## config.mk

```make
export PLATFORM = sky130hd
export DESIGN_NAME = bitty_core_p_flat
export DESIGN_NICKNAME = d
export VERILOG_FILES = /design/src/rtl/bitty_pkg.sv /design/src/rtl/bitty_core_p_if.sv /design/src/rtl/bitty_alu_p.sv /design/src/rtl/bitty_core_p.sv /design/src/flat_wrapper.sv
export SDC_FILE = /design/constraint.sdc
export NUM_CORES = 1
export LEC_CHECK = 0
export BUFFER_PORTS_ARGS = -buffer_cell sky130_fd_sc_hd__buf_2
export CAP_MARGIN = 20
export CORE_ASPECT_RATIO = 0.7
export CORE_UTILIZATION = 60
export CTS_CLUSTER_SIZE = 12
export DETAILED_ROUTE_END_ITERATION = 10
export MAX_ROUTING_LAYER = met4
export PLACE_DENSITY = 0.89
export SYNTH_ARGS = -nofsm -noshare
export SYNTH_HDL_FRONTEND = slang
export SYNTH_HIERARCHICAL = 1
export SYNTH_SLANG_ARGS = --single-unit
export TNS_END_PERCENT = 30
```

## constraint.sdc

```tcl
create_clock -name clk -period 4.8 [get_ports clk]
set_input_delay 0.96 -clock clk [delete_from_list [all_inputs] [get_ports clk]]
set_output_delay 0.96 -clock clk [all_outputs]
set_load 0.02 [all_outputs]
```

## src/rtl/bitty_pkg.sv

```systemverilog
// Shared definitions for the parametrised bitty core.
// Holds the instruction format and ALU opcode encodings, the control FSM state
// encoding and a constant clog2 helper used to size fields from parameters.
package bitty_pkg;

    // Instruction format field, instr[1:0]
    localparam logic [1:0] FMT_RR  = 2'b00;
    localparam logic [1:0] FMT_RI  = 2'b01;
    localparam logic [1:0] FMT_MEM = 2'b10;
    localparam logic [1:0] FMT_ILL = 2'b11;

    // ALU opcode field, instr[4:2]
    localparam logic [2:0] OP_ADD = 3'd0;
    localparam logic [2:0] OP_SUB = 3'd1;
    localparam logic [2:0] OP_AND = 3'd2;
    localparam logic [2:0] OP_OR  = 3'd3;
    localparam logic [2:0] OP_XOR = 3'd4;
    localparam logic [2:0] OP_SHL = 3'd5;
    localparam logic [2:0] OP_SHR = 3'd6;
    localparam logic [2:0] OP_CMP = 3'd7;

    // Control FSM state encoding
    typedef logic [1:0] state_t;
    localparam state_t S_IDLE = 2'd0;
    localparam state_t S_EXEC = 2'd1;
    localparam state_t S_MEM  = 2'd2;
    localparam state_t S_WB   = 2'd3;

    // Ceiling log2, usable in constant expressions
    function automatic int unsigned clog2(input int unsigned v);
        int unsigned r;
        r = 0;
        while ((64'd1 << r) < 64'(v)) r = r + 1;
        return r;
    endfunction

endpackage

```

## src/rtl/bitty_core_p_if.sv

```systemverilog
// Instruction handshake and memory bus of the bitty core.
// master: the core (accepts instructions, drives memory requests)
// slave:  the environment (offers instructions, answers memory requests)
//   instr_valid/instr_ready/instr          valid/ready instruction transfer
//   mem_req/mem_we/mem_addr/mem_wdata      request held until mem_ack or abort
//   mem_rdata/mem_ack                      completion and load data
interface bitty_core_p_if #(
    parameter int unsigned DATA_W  = 16,
    parameter int unsigned ADDR_W  = 8,
    parameter int unsigned INSTR_W = 16
);
    logic               instr_valid;
    logic               instr_ready;
    logic [INSTR_W-1:0] instr;
    logic               mem_req;
    logic               mem_we;
    logic [ADDR_W-1:0]  mem_addr;
    logic [DATA_W-1:0]  mem_wdata;
    logic [DATA_W-1:0]  mem_rdata;
    logic               mem_ack;

    modport master (
        input  instr_valid, instr, mem_rdata, mem_ack,
        output instr_ready, mem_req, mem_we, mem_addr, mem_wdata
    );

    modport slave (
        output instr_valid, instr, mem_rdata, mem_ack,
        input  instr_ready, mem_req, mem_we, mem_addr, mem_wdata
    );
endinterface

```

## src/rtl/bitty_alu_p.sv

```systemverilog
// Combinational ALU of the bitty core; all results modulo 2^DATA_W.
//   a, b : operands          op : OP_ADD..OP_CMP
//   y    : result; shifts use the low clog2(DATA_W) bits of b,
//          cmp returns 0 (a==b), 1 (a>b unsigned) or 2 (a<b)
module bitty_alu_p
    import bitty_pkg::*;
#(
    parameter int unsigned DATA_W = 16
) (
    input  logic [DATA_W-1:0] a,
    input  logic [DATA_W-1:0] b,
    input  logic [2:0]        op,
    output logic [DATA_W-1:0] y
);
    localparam int unsigned SH_W = clog2(DATA_W);

    logic [SH_W-1:0] sh;
    assign sh = b[SH_W-1:0];

    always_comb begin
        y = '0;
        case (op)
            OP_ADD: y = a + b;
            OP_SUB: y = a - b;
            OP_AND: y = a & b;
            OP_OR:  y = a | b;
            OP_XOR: y = a ^ b;
            OP_SHL: y = a << sh;
            OP_SHR: y = a >> sh;
            OP_CMP: y = (a == b) ? '0 : ((a > b) ? DATA_W'(1) : DATA_W'(2));
            default: y = '0;
        endcase
    end
endmodule

```

## src/rtl/bitty_core_p.sv

```systemverilog
// Parametrised bitty multi-cycle core: register file, ALU, control FSM and
// memory port. One instruction in flight; IDLE -> EXEC -> (MEM) -> WB -> IDLE.
//   clk, reset : rising-edge clock, synchronous active-high reset
//   bus        : master side of the instruction handshake and memory bus
//   d_out      : last result register (reg_c)
//   done / err : one-cycle retire pulse / illegal-or-timeout flag with done
module bitty_core_p
    import bitty_pkg::*;
#(
    parameter int unsigned DATA_W      = 16,
    parameter int unsigned NREG        = 8,
    parameter int unsigned ADDR_W      = 8,
    parameter int unsigned MEM_TIMEOUT = 255
) (
    input  logic              clk,
    input  logic              reset,
    bitty_core_p_if.master    bus,
    output logic [DATA_W-1:0] d_out,
    output logic              done,
    output logic              err
);
    localparam int unsigned RA_W    = clog2(NREG);
    localparam int unsigned INSTR_W = 2 * RA_W + 10;
    localparam int unsigned IMM_W   = RA_W + 5;
    localparam int unsigned CNT_W   = clog2(MEM_TIMEOUT + 1);

    state_t             state;
    state_t             state_n;
    logic [INSTR_W-1:0] ir;
    logic [DATA_W-1:0]  regs [NREG];
    logic [DATA_W-1:0]  reg_c;
    logic [CNT_W-1:0]   cnt;
    logic               wb_en;

    // Field decode of the latched instruction; imm overlaps the ry field
    logic [RA_W-1:0]    rx;
    logic [RA_W-1:0]    ry;
    logic [IMM_W-1:0]   imm;
    logic [2:0]         op;
    logic [1:0]         fmt;

    assign rx  = ir[INSTR_W-1 -: RA_W];
    assign ry  = ir[INSTR_W-RA_W-1 -: RA_W];
    assign imm = ir[INSTR_W-RA_W-1:5];
    assign op  = ir[4:2];
    assign fmt = ir[1:0];

    // Register indices beyond NREG only exist for non-power-of-2 NREG.
    // ry is only a register index for register and memory formats.
    logic rx_bad;
    logic ry_bad;
    logic illegal;

    assign rx_bad  = 32'(rx) >= NREG;
    assign ry_bad  = 32'(ry) >= NREG;
    assign illegal = (fmt == FMT_ILL) || rx_bad || ((fmt != FMT_RI) && ry_bad);

    logic [DATA_W-1:0] op_a;
    logic [DATA_W-1:0] op_b;
    logic [DATA_W-1:0] alu_y;

    assign op_a = regs[rx];
    assign op_b = (fmt == FMT_RI) ? DATA_W'(imm) : regs[ry];

    bitty_alu_p #(.DATA_W(DATA_W)) u_alu (
        .a  (op_a),
        .b  (op_b),
        .op (op),
        .y  (alu_y)
    );

    // Last permitted wait cycle; an ack in this cycle still wins
    logic mem_to;
    assign mem_to = (cnt == CNT_W'(MEM_TIMEOUT - 1));

    assign d_out = reg_c;

    // State register
    always_ff @(posedge clk) begin
        if (reset) state <= S_IDLE;
        else       state <= state_n;
    end

    // Next-state logic
    always_comb begin
        state_n = state;
        case (state)
            S_IDLE: if (bus.instr_valid) state_n = S_EXEC;
            S_EXEC: begin
                if (illegal)               state_n = S_WB;
                else if (fmt == FMT_MEM)   state_n = S_MEM;
                else                       state_n = S_WB;
            end
            S_MEM:  if (bus.mem_ack || mem_to) state_n = S_WB;
            S_WB:   state_n = S_IDLE;
            default: state_n = S_IDLE;
        endcase
    end

    // Datapath, register file and registered outputs
    always_ff @(posedge clk) begin
        if (reset) begin
            for (int i = 0; i < NREG; i++) regs[i] <= '0;
            ir              <= '0;
            reg_c           <= '0;
            cnt             <= '0;
            wb_en           <= 1'b0;
            bus.instr_ready <= 1'b1;
            bus.mem_req     <= 1'b0;
            bus.mem_we      <= 1'b0;
            bus.mem_addr    <= '0;
            bus.mem_wdata   <= '0;
            done            <= 1'b0;
            err             <= 1'b0;
        end else begin
            bus.instr_ready <= (state_n == S_IDLE);
            bus.mem_req     <= (state_n == S_MEM);
            done            <= (state_n == S_WB);
            err             <= 1'b0;
            case (state)
                S_IDLE: if (bus.instr_valid) ir <= bus.instr;
                S_EXEC: begin
                    wb_en <= 1'b0;
                    if (illegal) begin
                        err <= 1'b1;
                    end else if (fmt == FMT_MEM) begin
                        cnt           <= '0;
                        bus.mem_we    <= op[0];
                        bus.mem_addr  <= op_b[ADDR_W-1:0];
                        bus.mem_wdata <= op_a;
                    end else begin
                        reg_c <= alu_y;
                        wb_en <= 1'b1;
                    end
                end
                S_MEM: begin
                    if (bus.mem_ack) begin
                        if (!bus.mem_we) begin
                            reg_c <= bus.mem_rdata;
                            wb_en <= 1'b1;
                        end
                        bus.mem_we <= 1'b0;
                    end else if (mem_to) begin
                        err        <= 1'b1;
                        bus.mem_we <= 1'b0;
                    end else begin
                        cnt <= cnt + CNT_W'(1);
                    end
                end
                S_WB: begin
                    if (wb_en) regs[rx] <= reg_c;
                    wb_en <= 1'b0;
                end
                default: ;
            endcase
        end
    end
endmodule

```

## src/flat_wrapper.sv

```systemverilog
// flat-port wrapper written by rule: the top's interface ports become plain ports
module bitty_core_p_flat import bitty_pkg::*;
#(
    parameter int unsigned DATA_W      = 16,
    parameter int unsigned NREG        = 8,
    parameter int unsigned ADDR_W      = 8,
    parameter int unsigned MEM_TIMEOUT = 255
)
  (clk, reset, d_out, done, err, bus_instr_valid, bus_instr, bus_mem_rdata, bus_mem_ack, bus_instr_ready, bus_mem_req, bus_mem_we, bus_mem_addr, bus_mem_wdata);
  bitty_core_p_if #(.DATA_W(DATA_W), .ADDR_W(ADDR_W), .INSTR_W(16)) bus_i ();
  input  logic clk;
  input  logic reset;
  output logic [DATA_W-1:0] d_out;
  output logic done;
  output logic err;
  input wire logic [$bits(bus_i.instr_valid)-1:0] bus_instr_valid;
  input wire logic [$bits(bus_i.instr)-1:0] bus_instr;
  input wire logic [$bits(bus_i.mem_rdata)-1:0] bus_mem_rdata;
  input wire logic [$bits(bus_i.mem_ack)-1:0] bus_mem_ack;
  output wire logic [$bits(bus_i.instr_ready)-1:0] bus_instr_ready;
  output wire logic [$bits(bus_i.mem_req)-1:0] bus_mem_req;
  output wire logic [$bits(bus_i.mem_we)-1:0] bus_mem_we;
  output wire logic [$bits(bus_i.mem_addr)-1:0] bus_mem_addr;
  output wire logic [$bits(bus_i.mem_wdata)-1:0] bus_mem_wdata;
  assign bus_i.instr_valid = bus_instr_valid;
  assign bus_i.instr = bus_instr;
  assign bus_i.mem_rdata = bus_mem_rdata;
  assign bus_i.mem_ack = bus_mem_ack;
  assign bus_instr_ready = bus_i.instr_ready;
  assign bus_mem_req = bus_i.mem_req;
  assign bus_mem_we = bus_i.mem_we;
  assign bus_mem_addr = bus_i.mem_addr;
  assign bus_mem_wdata = bus_i.mem_wdata;
  bitty_core_p #(.DATA_W(DATA_W), .NREG(NREG), .ADDR_W(ADDR_W), .MEM_TIMEOUT(MEM_TIMEOUT)) u_core (.clk(clk), .reset(reset), .bus(bus_i), .d_out(d_out), .done(done), .err(err));
endmodule
```

======== Word-level counts from Yosys, hierarchy flattened ========
Memories as Yosys holds them, arrays and structs flattened. A register that Yosys moved wholly into a read port is not among the register bits.
Index checks and enable logic that the tools add are counted.
storage, ports and cells
  memories kept ........................... 1
  input bits .............................. 36
  bits in writable memories ............... 128
  logic and storage cells ................. 107
  register bits after elaboration ......... 72
  output and inout port bits .............. 45
operators by class
  add/sub/neg operators ................... 3
  mux-type cells .......................... 46
  reductions and logical operators ........ 13
  shift operators ......................... 2
  equality and inequality tests ........... 25
  magnitude comparators ................... 1
  bitwise logic cells ..................... 4
memory list
  name         depth  bits a word  read ports  clocked after Yosys merged registers in  wr ports  line                source
  u_core.regs  8      16           2           2                                        8         bitty_core_p.sv:30  logic [DATA_W-1:0] regs [NREG];
operators by type and width
  cell                                                            number
  16-bit one-hot mux with 8 select lines                          1
  16-bit two-way mux                                              6
  8-bit two-way mux                                               4
  16-bit one-hot mux with 2 select lines                          1
  1-bit two-way mux                                               19
  16-bit adder                                                    1
  16-bit AND                                                      1
  16-bit == test                                                  1
  16-bit greater-than comparator                                  1
  16-bit OR                                                       1
  8-bit one-hot mux with 2 select lines                           1
  16-bit OR reduction                                             1
  16-bit by 4-bit << shifter with 16-bit output                   1
  16-bit by 4-bit >> shifter with 16-bit output                   1
  16-bit subtractor                                               1
  16-bit XOR                                                      1
  3-bit two-way mux                                               5
  2-bit == test (second input constant)                           6
  3-bit == test (second input constant)                           4
  2-bit inequality test (second input constant)                   6
  2-bit two-way mux                                               5
  5-bit AND reduction                                             2
  8-bit by 1-bit adder with 8-bit output (second input constant)  1
  8-bit == test (second input constant)                           1
  other kinds (17)                                                22

======== Depth between registers and ports, before layout ========
Gate-level depths: netlist of the first run.
  word-level depth ........................ 9
  depth in mapped cells ................... 18
  mapped depth without buffers ............ 14

======== Cells and area by module ========
Netlist of the first run, hierarchy kept.
modules (own cells, without submodules)
  module        instances  seq. area each (um2)  area an instance (um2)  cells each
  bitty_core_p  1          5405.2                9920.8                  779
  bitty_alu_p   1          0.0                   3993.8                  558

======== Worst setup path after synthesis of the first run ========
Ideal clock, no wire load.
  path type ............................... flip-flop to flip-flop
  start ................................... register (tool-made name)
  end ..................................... register u_core.reg_c[11] (netlist: u_core/d_out[11])
  data arrival time ....................... 3.843 ns
  path buffers ............................ 3
  library setup time ...................... 0.086 ns
  cell stages (with the launch flop) ...... 17
  path slack .............................. 0.871 ns
  cell sequence ........................... dfxtp_1 -> buf_2 -> clkbuf_1 -> mux4_2 -> mux2i_1 -> a21oi_1 -> inv_2 -> buf_2 -> ha_1 -> a21o_1 -> a21oi_1 -> o21ai_0 -> a41oi_1 -> a2111o_1 -> o211ai_1 -> mux2i_1 -> a211oi_1
RTL lines
  what                  line                 source
  to (signal assigned)  bitty_core_p.sv:132  reg_c <= alu_y;
  to (signal assigned)  bitty_core_p.sv:139  reg_c <= bus.mem_rdata;
  to (decl)             bitty_core_p.sv:31   logic [DATA_W-1:0] reg_c;

==> out/qor.csv, run 1 <==
metric;value;unit
root_buffer;clkbuf_16;
regToRegEndpoint;u_core/d_out[1];
drt_iter0_markers;1643;
fin_hold_ws;0.4643;ns
clkSinkCount;206;
postRouteAntennaNets;0;
powerDensity;539.2;nW/um2
start_util;61.36;%
post-cts-setup-buffers;0;
drc;0;
rr_worst_depth;15;
grt_pass1_vias;11250;
coreArea;22680;um2
syn_to_final_growth;10.99;%
fill_cells;1741;
synth_top_cell_by_area;edfxtp_1;
synth_area_leaders;edfxtp_1 28%, mux4_2 12%, dfxtp_1 11%, and2_1 6.0%, ha_1 5.0%;
grt_pass1_wl;68810;um
io_buffers;80;
clk_latency;0.54;ns
slowest_delay;0.55;ns
drive_above_1_share;21.83;%
p_leak;5.974;nW
slowest_stage;mux4_2;
crit_family;compound AO/OA/AOI/OAI gates;
min_path_type;reg2reg;
syn-num-nets;1431;
fin_cells;1732;
max_slew.worst_pin.slew;1.017;ns
synth_cell_types;86;
max-vdd-ir-drop;0.4846;mV
overflow;0;
synth_most_common_cell;nor2_1;
hold_end;u_core/ir[5];
top_usage_layer;met2;
startpoint_type;register;
ys.flop_type;edfxtp_1;
ys_seq_area_share;38.85;%
clock_skew;0.02894;ns
finalHoldViolations;0;
avgRoutedWirePerCell;26.70;um
route.vias.total;11910;
fp.dieH;129.4;um
grt_max_degree;73;
path_buf_inv;3;
io_pins;81;
hold_buffers;0;
tns;0;ns
max_freq;220.7;MHz
finalWirelength;46240;um
syn_inst;1337;
status;complete, no violations;
n_antenna_cell;0;
placed_cells;1693;
slew_headroom;32.21;%
synth_top_area_share;27.62;%
viasPerCell;6.874;
report.final.setup_viol;0;
path_cells;buf_12 > mux4_2 > mux2i_2 > a21oi_1 > inv_1 > ha_1 > buf_4 > nor2b_1 > o2111a_1 > o41ai_2 > a21oi_2 > a311oi_2 > a2bb2oi_1 > mux2i_1 > a211oi_1;
syn_area;13910;um2
gp_routability_congestion;1.028;
cts_tree;done;
hpwlAfterDp;32440;um
die_x;184.0;um
first_pass_iters;8;
final_nets;1499;
setup_slack;0.2691;ns
whs_path_depth;2;
antenna_found_initial;0;
critPathRequiredTime;5.25;ns
die_area;23810;um2
min_period;4.531;ns
synth-seq-cells;206;
reg2reg_slack;0.27;ns
async_flop_share;0;%
avgSynthCellArea;10.41;um2
use_met3;11.35;%
critical_path_class;reg2reg;
grt_usage;40.38;%
synth_enable_flop_cells;128;
synthTopCellsByCount;136 x nor2_1, 133 x and2_1, 128 x edfxtp_1, 80 x a21oi_1, 78 x dfxtp_1;
post-place-ws;0.2046;ns
cp_max_fo;26;
critPathArrivalTime;4.98;ns
cts_made_buffers;22;
yosysWarnings;6;
clk_pin_slew;0.06;ns
slew_viol_final;0;
clk_path_buf_depth;3;
fp-row-count;46;
met1_usage;56.18;%
min-delay-start;u_core/ir[5];
gr-usage-met2;57.29;%
cts_htree_levels;1;
maxCapViolCount;0;
min_period_over_period;94.39;%
rsz0062_at_grt;no;
endpoint_kind;register;
[cells by family (layout without fill, tap and decap cells)]
group,Yosys count,in the layout,synth area share [%]
xor+xnor,6,6,0.3777
fa+ha+maj,58,58,5.323
compound gates,272,272,13.67
mux,164,164,19.07
flops,206,206,38.85
simple gates,480,480,17.87
buf+inv,151,234,4.847
[worst max path at each step]
stage,cells past startpoint,slack (ns),end,start
2_1_floorplan,16,0.87,u_core/d_out[11],register
3_3_place_gp,15,0.20,u_core/d_out[1],register
3_5_place_dp,16,0.20,u_core/d_out[0],register
4_1_cts,15,0.12,u_core/d_out[1],register
5_1_grt,15,0.02,u_core/d_out[13],register
6_report,15,0.27,u_core/d_out[1],register
[report_power, final]
group | leakage (nW) | total [mW] | switching, mW | internal, mW
clock network | 0.323 | 1.63 | 0.734 | 0.898
logic | 3.69 | 4.44 | 2.80 | 1.65
registers | 1.96 | 2.25 | 0.219 | 2.03
[worst register-to-register path, stage by stage, from the launching register on]
cell and delay, ns:
dfxtp_2 0.49, buf_12 0.26, mux4_2 0.56, mux2i_2 0.31, a21oi_1 0.26, inv_1 0.14, ha_1 0.26, buf_4 0.22
nor2b_1 0.07, o2111a_1 0.29, o41ai_2 0.52, a21oi_2 0.15, a311oi_2 0.34, a2bb2oi_1 0.21, mux2i_1 0.10, a211oi_1 0.26
[state kept, by name, summed over array words and instances (netlist names), 2 cells and up, named ones only]
| signal | count |
|---|---|
| u_core/bus.mem_addr | 8 |
| u_core/bus.mem_wdata | 16 |
| u_core/cnt | 8 |
| u_core/d_out | 16 |
| u_core/ir | 16 |
| u_core/regs | 128 |
| u_core/state | 2 |
[per-layer routing]
metal | routed length [um] | part of all wire [%] | vias to the layer above
met2 | 19520 | 42 | 939
li1 | - | - | 5115
met4 | 1508 | 3.3 | 0
met3 | 6575 | 14 | 113
met5 | 0 | 0 | -
met1 | 18640 | 40 | 5738
[final cells by class]
class | count | area [um2] | share of cell area [%]
well taps | 312 | 390.4 | 2.528
clock buffers | 36 | 624.3 | 4.043
flip-flops and latches | 206 | 5408 | 35.02
inverters | 57 | 214.0 | 1.385
clock inverters | 3 | 47.55 | 0.3079
multi-input cells | 980 | 7889 | 51.08
repair buffers | 138 | 870.8 | 5.639
[timing repair]
item | CTS | global route
setup endpoints to repair | 0 | 7
hold endpoints to repair | 0 | 0
resized for setup | 0 | 5
[cells in the final DEF (no fill, tap or decap), drive strengths merged, types with 6 or more instances in the layout]
cell | synthesis | routed
edfxtp | 128 | 128
nor2b | 14 | 14
nor2 | 137 | 137
inv | 57 | 58
nand2b | 13 | 13
nor4 | 6 | 6
dfxtp | 78 | 78
nand2 | 75 | 75
and3 | 8 | 8
mux2i | 63 | 63
a211oi | 42 | 42
nand3 | 13 | 13
ha | 56 | 56
mux4 | 77 | 77
and2 | 133 | 133
a21oi | 81 | 81
o211ai | 12 | 12
o31ai | 7 | 7
mux2 | 24 | 24
a21o | 9 | 9
buf | 46 | 138
or4 | 7 | 7
nor3 | 32 | 32
or2 | 14 | 14
o21ai | 32 | 32
a211o | 8 | 8
o2111ai | 6 | 6
clkbuf | 48 | 36
[stage by stage]
| step | area (um2) | total power, mW | utilization (%) |
|---|---|---|---|
| after global placement | 14750 | 6.473 | 65.06 |
| after floorplan | 13910 | 5.144 | - |
| after detailed placement | 14760 | 6.503 | 65.08 |
| final | 15440 | 8.327 | 68.10 |
| after CTS | 15430 | 8.135 | 68.04 |
| after global routing | 15440 | 8.652 | 68.10 |
Note: power is estimated with default switching activity, not from simulation.
==> run 2: changes to the inputs <==
--- a/config.mk
+++ b/config.mk
@@ -6,11 +6,11 @@
 export NUM_CORES = 1
 export LEC_CHECK = 0
 export BUFFER_PORTS_ARGS = -buffer_cell sky130_fd_sc_hd__buf_2
-export CAP_MARGIN = 20
 export CORE_ASPECT_RATIO = 0.7
 export CORE_UTILIZATION = 60
 export CTS_CLUSTER_SIZE = 12
 export DETAILED_ROUTE_END_ITERATION = 10
+export GPL_TIMING_DRIVEN = 0
 export MAX_ROUTING_LAYER = met4
 export PLACE_DENSITY = 0.89
 export SYNTH_ARGS = -nofsm -noshare
==> constraint.sdc (replaced) <==
create_clock -name clk -period 4.5 [get_ports clk]
set_input_delay 0.9 -clock clk [delete_from_list [all_inputs] [get_ports clk]]
set_output_delay 0.9 -clock clk [all_outputs]
set_load 0.02 [all_outputs]
==> out/qor.csv, run 2 (synthesis gave the netlist of run 1 again) <==
metric;value;unit;change
status;complete, no violations;;
path_common_cell;buf_6;;
slew_headroom;19.33;%;-13 points
p_leak;6.045;nW;+1.2%
hold_buffers;0;;unchanged
regMostFlops;u_core/regs;;
root_buffer;clkbuf_16;;
met1_usage;59.73;%;+3.6 points
clock_skew;0.03248;ns;+0.003536 ns
fp.dieH;129.4;um;unchanged
slowest_delay;0.54;ns;about the same
final_cell_mix;136 x nor2_1, 133 x and2_1, 128 x edfxtp_1;;
fin_area;15730;um2;+1.9%
internal_power;4.947;mW;+8.1%
rsz0062_at_grt;yes;;
cts_htree_levels;1;;unchanged
final_nets;1541;;+2.8%
path_buf_inv;4;;+1
overflow;0;;unchanged
critPathRequiredTime;4.91;ns;-0.34 ns
route.vias.total;12320;;+3.5%
fill_cells;1739;;-0.11%
finalWirelength;48830;um;+5.6%
critPathArrivalTime;4.87;ns;-0.11 ns
grt_pass1_wl;72180;um;+4.9%
clk_path_buf_depth;3;;unchanged
post-place-ws;-1.140;ns;-1.344 ns
avgRoutedWirePerCell;27.51;um;+3.0%
hpwlAfterDp;36060;um;+11%
cts_tree;done;;
maxCapViolCount;0;;unchanged
final_common_cell;nor2_1;;
crit_family;compound AO/OA/AOI/OAI gates;;
p_comb_share;55.6;%;+2.2 points
grt_pass1_vias;11680;;+3.8%
path_cells;clkbuf_4 > buf_6 > mux4_2 > mux2i_4 > a21oi_4 > inv_2 > buf_6 > ha_1 > o21bai_2 > a21oi_1 > o211a_1 > o21ai_2 > a311oi_1 > o211ai_1 > mux2i_2 > a211oi_1;;
grt_usage;42.83;%;+2.4 points
critical_path_class;reg2reg;;
report.final.setup_viol;0;;unchanged
io_buffers;80;;unchanged
die_area;23810;um2;unchanged
cts_made_buffers;22;;unchanged
cp_max_fo;12;;-54%
max_freq;224.1;MHz;+1.6%
start_util;61.36;%;unchanged
postRouteAntennaNets;0;;unchanged
n_antenna_cell;0;;unchanged
fp-row-count;46;;unchanged
drt_iter0_markers;2109;;+28%
top_usage_layer;met2;;
slowest_stage;mux4_2;;
use_met3;12.28;%;+0.93 points
max-vdd-ir-drop;0.4008;mV;-17%
die_x;184.0;um;unchanged
clock_power_share;18.6;%;-1.0 points
min_path_type;reg2reg;;
startpoint_type;register;;
powerDensity;585.0;nW/um2;+8.5%
slew_viol_final;0;;unchanged
first_pass_iters;6;;-2
clkSinkCount;206;;unchanged
clk_pin_slew;0.06;ns;about the same
syn_to_final_growth;13.05;%;
max_slew.worst_pin.slew;1.201;ns;+0.1841 ns
io_pins;81;;unchanged
pwr-share-seq;25.8;%;-1.2 points
gr-usage-met2;60.65;%;+3.4 points
endpoint_kind;register;;
gp_routability_congestion;1.064;;+3.6%
dpl-instance-area;14710;um2;-0.36%
min_period;4.462;ns;-0.06937 ns
setup_slack;0.03850;ns;-0.2306 ns
min_period_over_period;99.14;%;+4.8 points
drc;0;;unchanged
drive_above_1_share;22.56;%;+0.73 points
antenna_found_initial;0;;unchanged
viasPerCell;6.940;;+0.96%
swShare;46.24;%;+1.2 points
coreArea;22680;um2;unchanged
grt_max_degree;17;;-77%
clk_latency;0.54;ns;about the same
p_sw;4.255;mW;+13%
finalHoldViolations;0;;unchanged
largest_register_ffs;128;;unchanged
run 2: worst reg2reg max path, stage by stage, from the launching register on:
cell and delay [ns]:
dfxtp_1 0.31, clkbuf_4 0.22, buf_6 0.22, mux4_2 0.55, mux2i_4 0.22, a21oi_4 0.14
inv_2 0.17, buf_6 0.22, ha_1 0.35, o21bai_2 0.24, a21oi_1 0.13, o211a_1 0.30
o21ai_2 0.27, a311oi_1 0.15, o211ai_1 0.33, mux2i_2 0.21, a211oi_1 0.31
run 2: cell type report:
class                      count  area (um2)  share of cell area [%]
inverter                      57       214.0                   1.360
timing repair buffer          86       445.4                   2.832
clock buffer                  37       626.9                   3.985
sequential                   206        5405                   34.36
tap                          312       390.4                   2.482
multi-input combinational    980        8083                   51.38
clock inverter                 3       46.29                  0.2943
buffer                        94       519.2                   3.301
run 2: timing repair:
| action | CTS | global route |
|---|---|---|
| endpoints found under the setup margin | 16 | 12 |
| setup buffers | 1 | 5 |
| gates resized for setup | 41 | 41 |
| pin swaps | 0 | 4 |
| hold endpoints to repair | 0 | 0 |
run 2: metal layers:
layer / wire [um] / share of wire, %
met5: 0 / 0
met4: 1795 / 3.7
met3: 7297 / 15
met2: 20310 / 42
met1: 19430 / 40
run 2: power by group through the flow:
| stage | clock network, mW | registers (mW) | logic [mW] |
|---|---|---|---|
| after global routing | 1.79 | 2.40 | 5.32 |
| after detailed placement | 0 | 2.40 | 4.54 |
| final | 1.71 | 2.38 | 5.12 |
| after floorplan | 0 | 2.40 | 3.09 |
| after global placement | 0 | 2.39 | 4.52 |
| after CTS | 1.72 | 2.37 | 4.70 |
run 2: path summary, 6_finish.rpt:
| check | start | to | slack [ns] | cells past startpoint |
|---|---|---|---|---|
| max | register | u_core/d_out[15] | 0.04 | 16 |
| min | u_core/ir[6] | u_core/ir[6] | 0.47 | 2 |
| max reg2reg | register | u_core/d_out[15] | 0.04 | 16 |
| min reg2reg | u_core/ir[6] | u_core/ir[6] | 0.47 | 2 |
run 2: metrics by stage:
step / instances / total power [mW] / hold slack (ns) / TNS, ns / util [%]
after floorplan: 1337 / 5.487 / 0.4367 / 0 / -
after global placement: 1729 / 6.908 / 0.4502 / -11.89 / 64.85
after detailed placement: 1729 / 6.947 / 0.4562 / -11.33 / 64.85
after CTS: 1770 / 8.787 / 0.4646 / -0.08205 / 68.52
after global routing: 1775 / 9.509 / 0.4749 / -0.09915 / 69.37
final: 1775 / 9.202 / 0.4717 / 0 / 69.37
==> run 3: changes to the inputs <==
--- a/config.mk
+++ b/config.mk
@@ -5,6 +5,7 @@
 export SDC_FILE = /design/constraint.sdc
 export NUM_CORES = 1
 export LEC_CHECK = 0
+export ABC_AREA = 1
 export BUFFER_PORTS_ARGS = -buffer_cell sky130_fd_sc_hd__buf_2
 export CORE_ASPECT_RATIO = 0.7
 export CORE_UTILIZATION = 60
==> out/qor.csv, run 3 <==
metric;value;unit;change
status;complete, no violations;;
avgSynthCellArea;6.825;um2;-34%
setup_slack;0.06159;ns;+0.02309 ns
p_sw;6.669;mW;+57%
grt_pass1_vias;13900;;+19%
cts_tree;done;;
min_path_type;reg2reg;;
path_cells;buf_2 > buf_2 > a21oi_1 > o21ai_0 > nand2_1 > o21ai_1 > inv_1 > inv_1 > ha_1 > nor2_1 > nand2_1 > nor2_1 > nand2_1 > nand2_1 > nor2_1 > nor2_1 > nor2_1 > nand2_1 > nand2_1 > o21ai_0 > a21oi_1;;
hpwlAfterDp;42380;um;+18%
fill_cells;2095;;+20%
drive_above_1_share;10.87;%;-12 points
synth_area_leaders;edfxtp_1 26%, nand2_1 14%, dfxtp_1 11%, nand3_1 8.2%, nor2_1 7.1%;;
final_nets;2324;;+51%
antenna_found_initial;0;;unchanged
async_flop_share;0;%;unchanged
fp.dieH;132.2;um;+2.1%
pwr-share-seq;19.5;%;-6.3 points
finalHoldViolations;0;;unchanged
coreArea;23700;um2;+4.5%
p_comb_share;66.4;%;+11 points
synth_enable_flop_cells;128;;unchanged
clkSinkCount;206;;unchanged
path_common_cell;nand2_1;;
synthAdderAreaFrac;5.100;%;-0.22 points
synth-seq-cells;206;;unchanged
clock_skew;0.009007;ns;-0.02347 ns
cts_htree_levels;1;;unchanged
placed_cells;2526;;+46%
synth_top_area_share;26.46;%;-1.2 points
fin_area;15960;um2;+1.5%
p_leak;7.502;nW;+24%
report.final.setup_viol;0;;unchanged
clk_path_buf_depth;3;;unchanged
critPathArrivalTime;4.83;ns;-0.04 ns
grt_max_degree;17;;unchanged
final_common_cell;nand2_1;;
die_area;24840;um2;+4.3%
drt_iter0_markers;3020;;+43%
synth_mux_area_share;0;%;-19 points
ys.flop_type;edfxtp_1;;
min_period;4.438;ns;-0.02309 ns
root_buffer;clkbuf_16;;
maxCapViolCount;0;;unchanged
clk_latency;0.51;ns;-0.03 ns
swShare;55.46;%;+9.2 points
io_pins;81;;unchanged
ys_seq_area_share;37.22;%;-1.6 points
rsz0062_at_grt;no;;
totalPowerFinal;12.03;mW;+31%
cts_made_buffers;22;;unchanged
powerDensity;753.3;nW/um2;+29%
syn-num-nets;2222;;+55%
dpl-instance-area;15320;um2;+4.2%
critPathRequiredTime;4.89;ns;-0.02 ns
startpoint_type;register;;
clock_power_share;14.1;%;-4.5 points
critical_path_class;reg2reg;;
n_antenna_cell;0;;unchanged
finalWirelength;53570;um;+9.7%
fin_cells;2562;;+44%
synth_top_cell_by_area;edfxtp_1;;
min_period_over_period;98.63;%;-0.51 points
slowest_delay;0.58;ns;+0.04 ns
synthXorXnorAreaFrac;0.6030;%;+0.23 points
syn_area;14520;um2;+4.4%
clk_pin_slew;0.06;ns;about the same
postRouteAntennaNets;0;;unchanged
start_util;61.29;%;-0.076 points
synth-simple-area-share;32.12;%;+14 points
grt_usage;43.89;%;+1.1 points
cp_max_fo;10;;-2
largest_register_ffs;128;;unchanged
drc;0;;unchanged
overflow;0;;unchanged
tns;0;ns;unchanged
avgRoutedWirePerCell;20.91;um;-24%
syn_inst;2128;;+59%
die_x;188.0;um;+2.1%
gp_routability_congestion;1.099;;+3.3%
synth_cell_types;44;;-49%
final_cell_mix;539 x nand2_1, 275 x nor2_1, 257 x inv_1;;
synth_compound_area_share;13.25;%;-0.42 points
grt_pass1_wl;80330;um;+11%
max_slew.worst_pin.slew;0.9005;ns;-0.3004 ns
slew_headroom;39.82;%;+20 points
post-place-ws;0.1459;ns;+1.285 ns
synth_top_family_by_area;simple AND/OR/NAND/NOR gates;;
syn_to_final_growth;9.916;%;
endpoint_kind;register;;
viasPerCell;6.101;;-12%
synthTopCellsByCount;539 x nand2_1, 275 x nor2_1, 257 x inv_1, 237 x nand3_1, 128 x edfxtp_1;;
max_freq;225.3;MHz;+0.52%
internal_power;5.356;mW;+8.3%
slew_viol_final;0;;unchanged
regMostFlops;u_core/regs;;
io_buffers;80;;unchanged
fp-row-count;47;;+2.2%
final_util;67.36;%;-2.0 points
route.vias.total;15630;;+27%
slowest_stage;o21ai_1;;
fin_hold_ws;0.4828;ns;+0.01114 ns
synth_most_common_cell;nand2_1;;
yosysWarnings;6;;unchanged
max-vdd-ir-drop;0.4504;mV;+12%
first_pass_iters;7;;+1
==> run 3: changes by cell type in the layout (fill, tap and decap cells not counted), moves of 75 or more <==
cell,change
and2_1,-129
inv_1,+204
mux4_2,-75
nand3_1,+224
nor2_1,+139
o21ai_0,+84
nand2_1,+464
==> run 3: final cells by class <==
| cell class | count | area, um2 | area share (%) |
|---|---|---|---|
| plain buffers | 112 | 615.6 | 3.856 |
| clock buffers | 35 | 631.9 | 3.958 |
| clock inverters | 3 | 18.77 | 0.1176 |
| inverters | 286 | 1076 | 6.740 |
| multi-input cells | 1522 | 7418 | 46.47 |
| flip-flops and latches | 206 | 5405 | 33.86 |
| well taps | 318 | 397.9 | 2.492 |
| repair buffers | 80 | 400.4 | 2.508 |
==> run 3: final timing paths <==
path | slack, ns | end | depth (start not counted) | start
setup reg to reg | 0.06 | u_core/d_out[1] | 21 | register
hold reg to reg | 0.48 | u_core/ir[6] | 2 | u_core/ir[6]
setup / recovery | 0.06 | u_core/d_out[1] | 21 | register
hold / removal | 0.48 | u_core/ir[6] | 2 | u_core/ir[6]
==> run 3: timing repair <==
item	CTS	global route
setup buffers	0	0
gates resized for setup	0	2
endpoints found under the setup margin	0	12
hold buffers	0	0
==> run 3: cell families after synthesis <==
group | after synthesis
AO/OA/AOI/OAI | 343
XOR/XNOR | 10
flip-flops | 206
buffers and inverters | 400
AND/OR/NAND/NOR | 1111
adder cells (fa/ha/maj) | 58
==> run 3: power groups by stage <==
stage	logic (mW)	clock network (mW)	registers, mW
after floorplan	5.08	0	2.44
after global placement	7.44	0	2.36
after detailed placement	7.50	0	2.37
after CTS	7.56	1.70	2.34
after global routing	8.56	1.78	2.36
final	7.98	1.70	2.34
==> run 3: critical path, delay by kind of cell (launching register included) <==
| family | cells | cell delay, ns |
|---|---|---|
| flops | 1 | 0.43 |
| compound gates | 5 | 1.13 |
| fa+ha+maj | 1 | 0.30 |
| simple gates | 11 | 1.47 |
| buf+inv | 4 | 0.97 |
==> run 3: metal layers <==
metal  up-vias  global-route usage (%)  share of wire (%)
met2      1275                   58.60                 40
met3       128                   13.44                 17
met1      7147                   64.09                 41
met4         0                   10.21                2.5
li1       7080                       -                  -
met5         -                       -                  0
